## src/rtl/serial_frame_rx_if.sv

```systemverilog
`default_nettype none
// ============================================================================
// Module      : serial_frame_rx_if
// Description : Bundle of the serial line and the byte/flag outputs of the
//               serial frame receiver.
//               master : drives rx_in, observes the received byte and flags
//               slave  : the receiver (samples rx_in, drives the results)
// Signals     : rx_in       serial line, idles high
//               data_out    received byte, first data bit in bit 7
//               data_valid  one-cycle strobe for data_out and flags
//               parity_err  received parity disagreed with the data
//               frame_err   stop bit sampled low
// Revision    : 1.0 - initial release
// ============================================================================
interface serial_frame_rx_if;
    logic       rx_in;
    logic [7:0] data_out;
    logic       data_valid;
    logic       parity_err;
    logic       frame_err;

    modport master (
        output rx_in,
        input  data_out,
        input  data_valid,
        input  parity_err,
        input  frame_err
    );

    modport slave (
        input  rx_in,
        output data_out,
        output data_valid,
        output parity_err,
        output frame_err
    );
endinterface
`default_nettype wire

```

## src/rtl/serial_frame_rx.sv

```systemverilog
`default_nettype none
// ============================================================================
// Module      : serial_frame_rx
// Description : Receiver for 11-bit serial frames (start 0, 8 data bits MSB
//               first, even parity bit, stop 1). Recovers the byte and
//               reports it with a one-cycle strobe plus parity/framing flags.
// Ports       : clk    rising-edge clock
//               rst_n  asynchronous active-low reset
//               bus    serial_frame_rx_if.slave (rx_in in; data_out,
//                      data_valid, parity_err, frame_err out, all registered)
// Parameters  : CLKS_PER_BIT  clk cycles per serial bit (>= 1)
// Revision    : 1.0 - initial release
// ============================================================================
module serial_frame_rx #(
    parameter int CLKS_PER_BIT = 1
) (
    input  wire logic          clk,
    input  wire logic          rst_n,
    serial_frame_rx_if.slave   bus
);

    // Offset into the start bit at which it is confirmed (not overridable).
    localparam int HALF_BIT = (CLKS_PER_BIT - 1) / 2;
    localparam int CNT_W    = (CLKS_PER_BIT > 1) ? $clog2(CLKS_PER_BIT) : 1;

    localparam logic [CNT_W-1:0] C_CNT_LAST = CNT_W'(CLKS_PER_BIT - 1);
    localparam logic [CNT_W-1:0] C_CNT_HALF = CNT_W'(HALF_BIT);
    localparam logic [CNT_W-1:0] C_CNT_ONE  = CNT_W'(1);

    typedef enum logic [2:0] {
        S_IDLE   = 3'd0,
        S_START  = 3'd1,
        S_DATA   = 3'd2,
        S_PARITY = 3'd3,
        S_STOP   = 3'd4,
        S_BREAK  = 3'd5
    } state_t;

    state_t           state_q;
    logic [1:0]       sync_q;
    logic [CNT_W-1:0] clk_cnt_q;
    logic [3:0]       bit_cnt_q;
    logic [7:0]       shift_q;
    logic             par_q;
    logic [7:0]       data_q;
    logic             valid_q;
    logic             perr_q;
    logic             ferr_q;

    logic rx_s;
    logic bit_tick;

    assign rx_s     = sync_q[1];
    // Sample point of every bit after the start bit: last cycle of the bit
    // period, counted from the mid-start confirmation point.
    assign bit_tick = (clk_cnt_q == C_CNT_LAST);

    always_ff @(posedge clk or negedge rst_n) begin
        if (!rst_n) begin
            state_q   <= S_IDLE;
            sync_q    <= 2'b11;
            clk_cnt_q <= '0;
            bit_cnt_q <= '0;
            shift_q   <= '0;
            par_q     <= 1'b0;
            data_q    <= '0;
            valid_q   <= 1'b0;
            perr_q    <= 1'b0;
            ferr_q    <= 1'b0;
        end else begin
            sync_q  <= {sync_q[0], bus.rx_in};
            valid_q <= 1'b0;

            case (state_q)
                S_IDLE: begin
                    if (!rx_s) begin
                        bit_cnt_q <= '0;
                        // With one or two clocks per bit there is no room
                        // for a mid-bit check; the low level is the start bit.
                        if (HALF_BIT == 0) begin
                            state_q   <= S_DATA;
                            clk_cnt_q <= '0;
                        end else begin
                            state_q   <= S_START;
                            clk_cnt_q <= C_CNT_ONE;
                        end
                    end
                end

                S_START: begin
                    if (clk_cnt_q == C_CNT_HALF) begin
                        clk_cnt_q <= '0;
                        // A line back high by mid-start was a glitch.
                        state_q   <= rx_s ? S_IDLE : S_DATA;
                    end else begin
                        clk_cnt_q <= clk_cnt_q + C_CNT_ONE;
                    end
                end

                S_DATA: begin
                    if (bit_tick) begin
                        clk_cnt_q <= '0;
                        shift_q   <= {shift_q[6:0], rx_s};
                        bit_cnt_q <= bit_cnt_q + 4'd1;
                        if (bit_cnt_q == 4'd7) begin
                            state_q <= S_PARITY;
                        end
                    end else begin
                        clk_cnt_q <= clk_cnt_q + C_CNT_ONE;
                    end
                end

                S_PARITY: begin
                    if (bit_tick) begin
                        clk_cnt_q <= '0;
                        par_q     <= rx_s;
                        state_q   <= S_STOP;
                    end else begin
                        clk_cnt_q <= clk_cnt_q + C_CNT_ONE;
                    end
                end

                S_STOP: begin
                    if (bit_tick) begin
                        clk_cnt_q <= '0;
                        data_q    <= shift_q;
                        perr_q    <= (^shift_q) ^ par_q;
                        ferr_q    <= ~rx_s;
                        valid_q   <= 1'b1;
                        // A low stop bit may be the start of a break; wait
                        // for the line to return high before hunting again.
                        state_q   <= rx_s ? S_IDLE : S_BREAK;
                    end else begin
                        clk_cnt_q <= clk_cnt_q + C_CNT_ONE;
                    end
                end

                S_BREAK: begin
                    if (rx_s) begin
                        state_q <= S_IDLE;
                    end
                end

                default: begin
                    state_q <= S_IDLE;
                end
            endcase
        end
    end

    assign bus.data_out   = data_q;
    assign bus.data_valid = valid_q;
    assign bus.parity_err = perr_q;
    assign bus.frame_err  = ferr_q;

endmodule
`default_nettype wire

```

## src/flat_wrapper.sv

```systemverilog
// flat-port wrapper written by rule: the top's interface ports become plain ports
module serial_frame_rx_flat 
#(
    parameter int CLKS_PER_BIT = 1
)
  (clk, rst_n, bus_rx_in, bus_data_out, bus_data_valid, bus_parity_err, bus_frame_err);
  serial_frame_rx_if bus_i ();
  input  wire logic clk;
  input  wire logic rst_n;
  input wire logic [$bits(bus_i.rx_in)-1:0] bus_rx_in;
  output wire logic [$bits(bus_i.data_out)-1:0] bus_data_out;
  output wire logic [$bits(bus_i.data_valid)-1:0] bus_data_valid;
  output wire logic [$bits(bus_i.parity_err)-1:0] bus_parity_err;
  output wire logic [$bits(bus_i.frame_err)-1:0] bus_frame_err;
  assign bus_i.rx_in = bus_rx_in;
  assign bus_data_out = bus_i.data_out;
  assign bus_data_valid = bus_i.data_valid;
  assign bus_parity_err = bus_i.parity_err;
  assign bus_frame_err = bus_i.frame_err;
  serial_frame_rx #(.CLKS_PER_BIT(CLKS_PER_BIT)) u_core (.clk(clk), .rst_n(rst_n), .bus(bus_i));
endmodule
```

## config.mk

```make
export PLATFORM = sky130hd
export DESIGN_NAME = serial_frame_rx_flat
export DESIGN_NICKNAME = d
export VERILOG_FILES = /design/src/rtl/serial_frame_rx_if.sv /design/src/rtl/serial_frame_rx.sv /design/src/flat_wrapper.sv
export SDC_FILE = /design/constraint.sdc
export NUM_CORES = 1
export LEC_CHECK = 0
export ABC_AREA = 1
export BUFFER_PORTS_ARGS = -buffer_cell sky130_fd_sc_hd__buf_2
export CORE_AREA = 2 2 54 56
export CTS_BUF_LIST = sky130_fd_sc_hd__clkbuf_4 sky130_fd_sc_hd__clkbuf_8 sky130_fd_sc_hd__clkbuf_16
export CTS_CLUSTER_SIZE = 30
export DETAILED_ROUTE_END_ITERATION = 16
export DIE_AREA = 0 0 56 58
export PLACE_DENSITY = 0.68
export SLEW_MARGIN = 5
export SYNTH_ARGS = -nofsm -noshare
export SYNTH_HDL_FRONTEND = slang
export SYNTH_SLANG_ARGS = --single-unit
```

## constraint.sdc

```tcl
create_clock -name clk -period 1.3 [get_ports clk]
set_clock_uncertainty 0.2 [all_clocks]
set_input_delay 0.13 -clock clk [delete_from_list [all_inputs] [get_ports clk]]
set_output_delay 0.13 -clock clk [all_outputs]
set_load 0.03 [all_outputs]
```

**Word level (Yosys, flattened, before mapping)**

Cells that the tools add are included.
Widths: inputs -> output; s select.

- Register bits: 30
- Input port bits: 3
- Output and inout bits: 11
- Word-level logic and storage cells: 57

- Add/subtract/negate cells: 2
- Equality and inequality tests: 13
- Multiplexer cells: 18
- Bitwise gates (word level): 3
- Reductions and logical operators: 11

Operator list:

| cell | count |
|---|---|
| $mux 3 | 8 |
| $pmux 3 s6 | 1 |
| $ne 2x2->1 const B | 5 |
| $mux 4 | 2 |
| $pmux 4 s2 | 1 |
| $reduce_and 2->1 | 4 |
| $reduce_xor 8->1 | 1 |
| $reduce_and 7->1 | 1 |
| $eq 3x2->1 const B | 2 |
| $eq 3x3->1 const B | 2 |
| $add 4x1->4 const B | 1 |
| $eq 4x3->1 const B | 1 |
| $mux 1 | 4 |
| $ne 2x1->1 const B | 2 |
| $reduce_bool 2->1 | 2 |
| $reduce_or 4->1 | 1 |
| $eq 3x1->1 const B | 1 |
| $logic_not 3->1 | 1 |
| $reduce_and 3->1 | 1 |
| $mux 2 | 1 |
| $not 1->1 | 2 |
| $pmux 1 s2 | 1 |
| $add 1x1->1 const B | 1 |
| $xor 1x1->1 | 1 |

**Logic depth before layout (Yosys ltp)**

- Depth in word-level cells: 4
- Depth in mapped cells: 10
- Depth with buffers taken out: 10

**Least setup slack after synthesis**

No wires, ideal clock.

- Path kind: reg2reg
- From: register u_core.state_q[2]
- To: register u_core.state_q[1]
- Library setup time: 0.125 ns
- Data arrival time: 0.950 ns
- Data required time: 0.975 ns
- Slack: 0.025 ns
- Stages on the path, launching flop included: 8
- Buffers on the path: 1
- Clock period less this slack: 1.275 ns
- Cell sequence: dfrtp_1 > inv_2 > nand2_1 > nor2_2 > buf_6 > o21ai_4 > o21ai_2 > o21ai_1

- Longest elaborated chain between the ends: 3
- Elaborated cells on any way between the ends: 15
- Those cells by class: eq/ne: 12; mux: 1; reduce/logical: 2

Ends and longest elaborated chain:

| what | RTL line | RTL |
|---|---|---|
| from (decl) | serial_frame_rx.sv:39 | `state_t state_q;` |
| from (signal assigned) | serial_frame_rx.sv:94 | `state_q <= rx_s ? S_IDLE : S_DATA;` |
| from (signal assigned) | serial_frame_rx.sv:132 | `state_q <= rx_s ? S_IDLE : S_BREAK;` |
| $eq 3x3->1 (tied with other cells) | serial_frame_rx.sv:74 | `case (state_q)` |
| $ne 2x1->1 (no source line) or $ne 2x2->1 (tied branches) | n/a |  |
| $reduce_and 7->1 (no source line) | n/a |  |

Several ways; a longest one is shown, not always the timed one.
A chain may end at the register's enable or synchronous reset.

**Worst setup path after layout**

- From: register u_core.state_q[2]
- To: register u_core.state_q[0]

The elaborated chain is that of the path after synthesis.

==> results.json <==
{
  "cts-root-buf": "clkbuf_4",
  "crit_chain": "inv_2 > nand2_2 > nor2_4 > buf_6 > o21ai_4 > o21ai_2 > o21ai_1",
  "grt_max_degree": 19,
  "vias": 1073,
  "grt-ovfl-total": 0,
  "synth-seq-area-share_pct": 57.4,
  "syn_area_sq_um": 1270,
  "via_per_inst": 5.06,
  "grt_util_all_layers_pct": 16.8,
  "routed_wl_mm": 2.86,
  "n_antenna_cell": 0,
  "max_stage_delay_ns": 0.39,
  "yosysWarnings": 0,
  "grt_pass1_wl_mm": 4.03,
  "ir_worst_vdd_mv": 2.00,
  "fmax_ghz": 0.718,
  "antenna_found_initial": 0,
  "outcome": "complete, but fails checks",
  "slew_violations": 0,
  "io_pins": 14,
  "cts_buffer_depth": 2,
  "worstSetupEndpointType": "flip-flop",
  "path_max_fanout": 4,
  "hp-class": "in -> async",
  "cts_tree": "yes",
  "regArea_sq_um": 729,
  "finalNonFillerCells": 212,
  "design_area_sq_um": 1820,
  "initial_utilization_pct": 47.7,
  "layout_min_cycle_time_ns": 1.39,
  "insertion_delay_ns": 0.33,
  "worst-setup-path-type": "reg -> reg",
  "detail_route.wl_per_cell_um": 13.5,
  "tightest_slew_ns": 0.310,
  "synthDistinctLibCells": 21,
  "relSlewSlack_pct": 79.4,
  "synth_edf_count": 0,
  "cts_buffers": 5,
  "hpwl_mm": 1.67,
  "power_leakage_nw": 0.912,
  "cts-htree-levels": 2,
  "cellPowerDensity_nw_per_um2": 2860,
  "yosysTopAreaCell": "dfrtp_1",
  "dpl_cell_area_sq_um": 1480,
  "reg2reg_depth": 7,
  "syn_avg_cell_area_sq_um": 9.00,
  "layout_setup_ws_ns": -0.0929,
  "dp.cells": 195,
  "nFillCells": 206,
  "final_hold_viol_count": 0,
  "cp_slowest_cell": "dfrtp_1",
  "drive_gt1_share_pct": 48.1,
  "firstDrtPassIters": 4,
  "rows": 19,
  "multi_input_area_sq_um": 586,
  "cts_sinks": 29,
  "first_iter_violations": 17,
  "synth.top_cell.area_share_pct": 53.3,
  "postRouteAntennaNets": 0,
  "core_area_sq_um": 2660,
  "rsz0062_at_grt": "true",
  "gp_congestion": 0.846,
  "area_delta_synth_final_pct": 43.5,
  "worst-path-stages": 7,
  "first_global_vias": 937,
  "pre_cts_slack_ns": -0.0261,
  "cp.arrival_ns": 1.40,
  "dieArea_sq_um": 3250,
  "netlist_instances": 141,
  "clk_pin_slew_ns": 0.09,
  "netlist_top_cells_count": "45 x nand2_1, 27 x dfrtp_1, 19 x o21ai_0",
  "setup_viol": 20,
  "crit_buf_inv": 2,
  "synth_fp_nets": 145,
  "crit_path_start_kind": "flip-flop",
  "drc_errors": 0,
  "finalSetupTns_ns": -0.683,
  "fin_nets": 184,
  "die_w_um": 56,
  "ys_dominant_reg_cell": "dfrtp_1",
  "violations": "setup timing",
  "synth_area_leaders": "dfrtp_1 53%, nand2_1 13%, o21ai_0 7.5%",
  "ys_ff_latch": 29,
  "crit_required_ns": 1.31,
  "path_delay_family": "flip-flops",
  "fin_util_pct": 68.4,
  "port_buffers": 13,
  "period_share_pct": 107,
  "synth_most_common_cell": "nand2_1",
  "synthArstFlopShare_pct": 100,
  "die_y_um": 58,
  "max-cap-violations": 0
}
==> sequential cells by signal (all words and copies together), names as in the netlist <==
register and count:
u_core.bus.data_out 8, u_core.shift_q 8, u_core.bit_cnt_q 4, u_core.state_q 3, u_core.sync_q 2, u_core.bus.data_valid 1
u_core.bus.frame_err 1, u_core.bus.parity_err 1, u_core.par_q 1
==> stage by stage <==
step / hold WS, ns / power, mW
after floorplan: -0.366 / 2.96
after global placement: -0.172 / 3.59
after detailed placement: -0.162 / 3.68
after CTS: 0.0214 / 4.43
after global routing: 0.0310 / 5.56
final: 0.0168 / 5.20
==> power by group <==
group / internal (mW) / switching, mW
Clock: 0.278 / 0.303
Combinational: 1.35 / 1.64
Sequential: 1.28 / 0.345
==> area by class of cell <==
| type | count | share of cell area, % |
|---|---|---|
| Sequential cell | 29 | 40.1 |
| Multi-Input combinational cell | 89 | 32.2 |
| Timing Repair Buffer | 35 | 18.2 |
| Inverter | 20 | 4.12 |
| Clock buffer | 8 | 3.30 |
| Tap cell | 31 | 2.13 |
==> worst reg2reg max path, delay by kind of cell (launching register included) <==
kind / cells / cell delay, ns
AOI/OAI and AO/OA: 3 / 0.23
and+or+nand+nor: 2 / 0.23
buffers and inverters: 2 / 0.23
DFF: 1 / 0.39
==> repair_timing <==
item                       CTS  global route
gates cloned                 0             2
setup endpoints to repair   11            23
hold buffers                 2             0
setup buffers                3             3
gates resized for setup      7            66
pin swaps                    2            11
hold endpoints to repair    30             0
==> cell families after synthesis <==
family | Yosys count | share of synthesized area, %
and+or+nand+nor | 58 | 18.5
DFF | 29 | 57.4
AOI/OAI and AO/OA | 27 | 12.8
buffers and inverters | 23 | 8.09
xor gates and xnor gates | 2 | 1.38
muxes | 1 | 0.789
adders and majority gates | 1 | 0.986
==> layout by cell type (no fill, tap or decap), drive strengths merged <==
| master | n |
|---|---|
| xor2 | 2 |
| inv | 20 |
| mux2i | 1 |
| dfstp | 2 |
| a21oi | 1 |
| ha | 1 |
| dlygate4sd3 | 2 |
| buf | 29 |
| o21ai | 24 |
| o22ai | 2 |
| dfrtp | 27 |
| clkbuf | 12 |
| nor2 | 4 |
| nand2 | 46 |
| nand3 | 8 |
==> path summary, 6_finish.rpt <==
path	to	slack, ns	start
max	u_core.state_q[0]	-0.09	u_core.state_q[2]
min	u_core.shift_q[4]	0.02	rst_n
max reg2reg	u_core.state_q[0]	-0.09	u_core.state_q[2]
min reg2reg	u_core.sync_q[1]	0.17	u_core.sync_q[0]
max in group asynchronous	u_core.sync_q[1]	0.40	rst_n
min in group clk	u_core.sync_q[1]	0.17	u_core.sync_q[0]
==> routing by layer <==
layer,global-route usage (%),routed length (um),up-vias
met1,19.7,1120,521
met2,26.7,1550,24
met3,6.70,106,10
met5,0,0,-
li1,-,-,518
met4,9.18,83,0
Power figures use the tool's default switching activity.
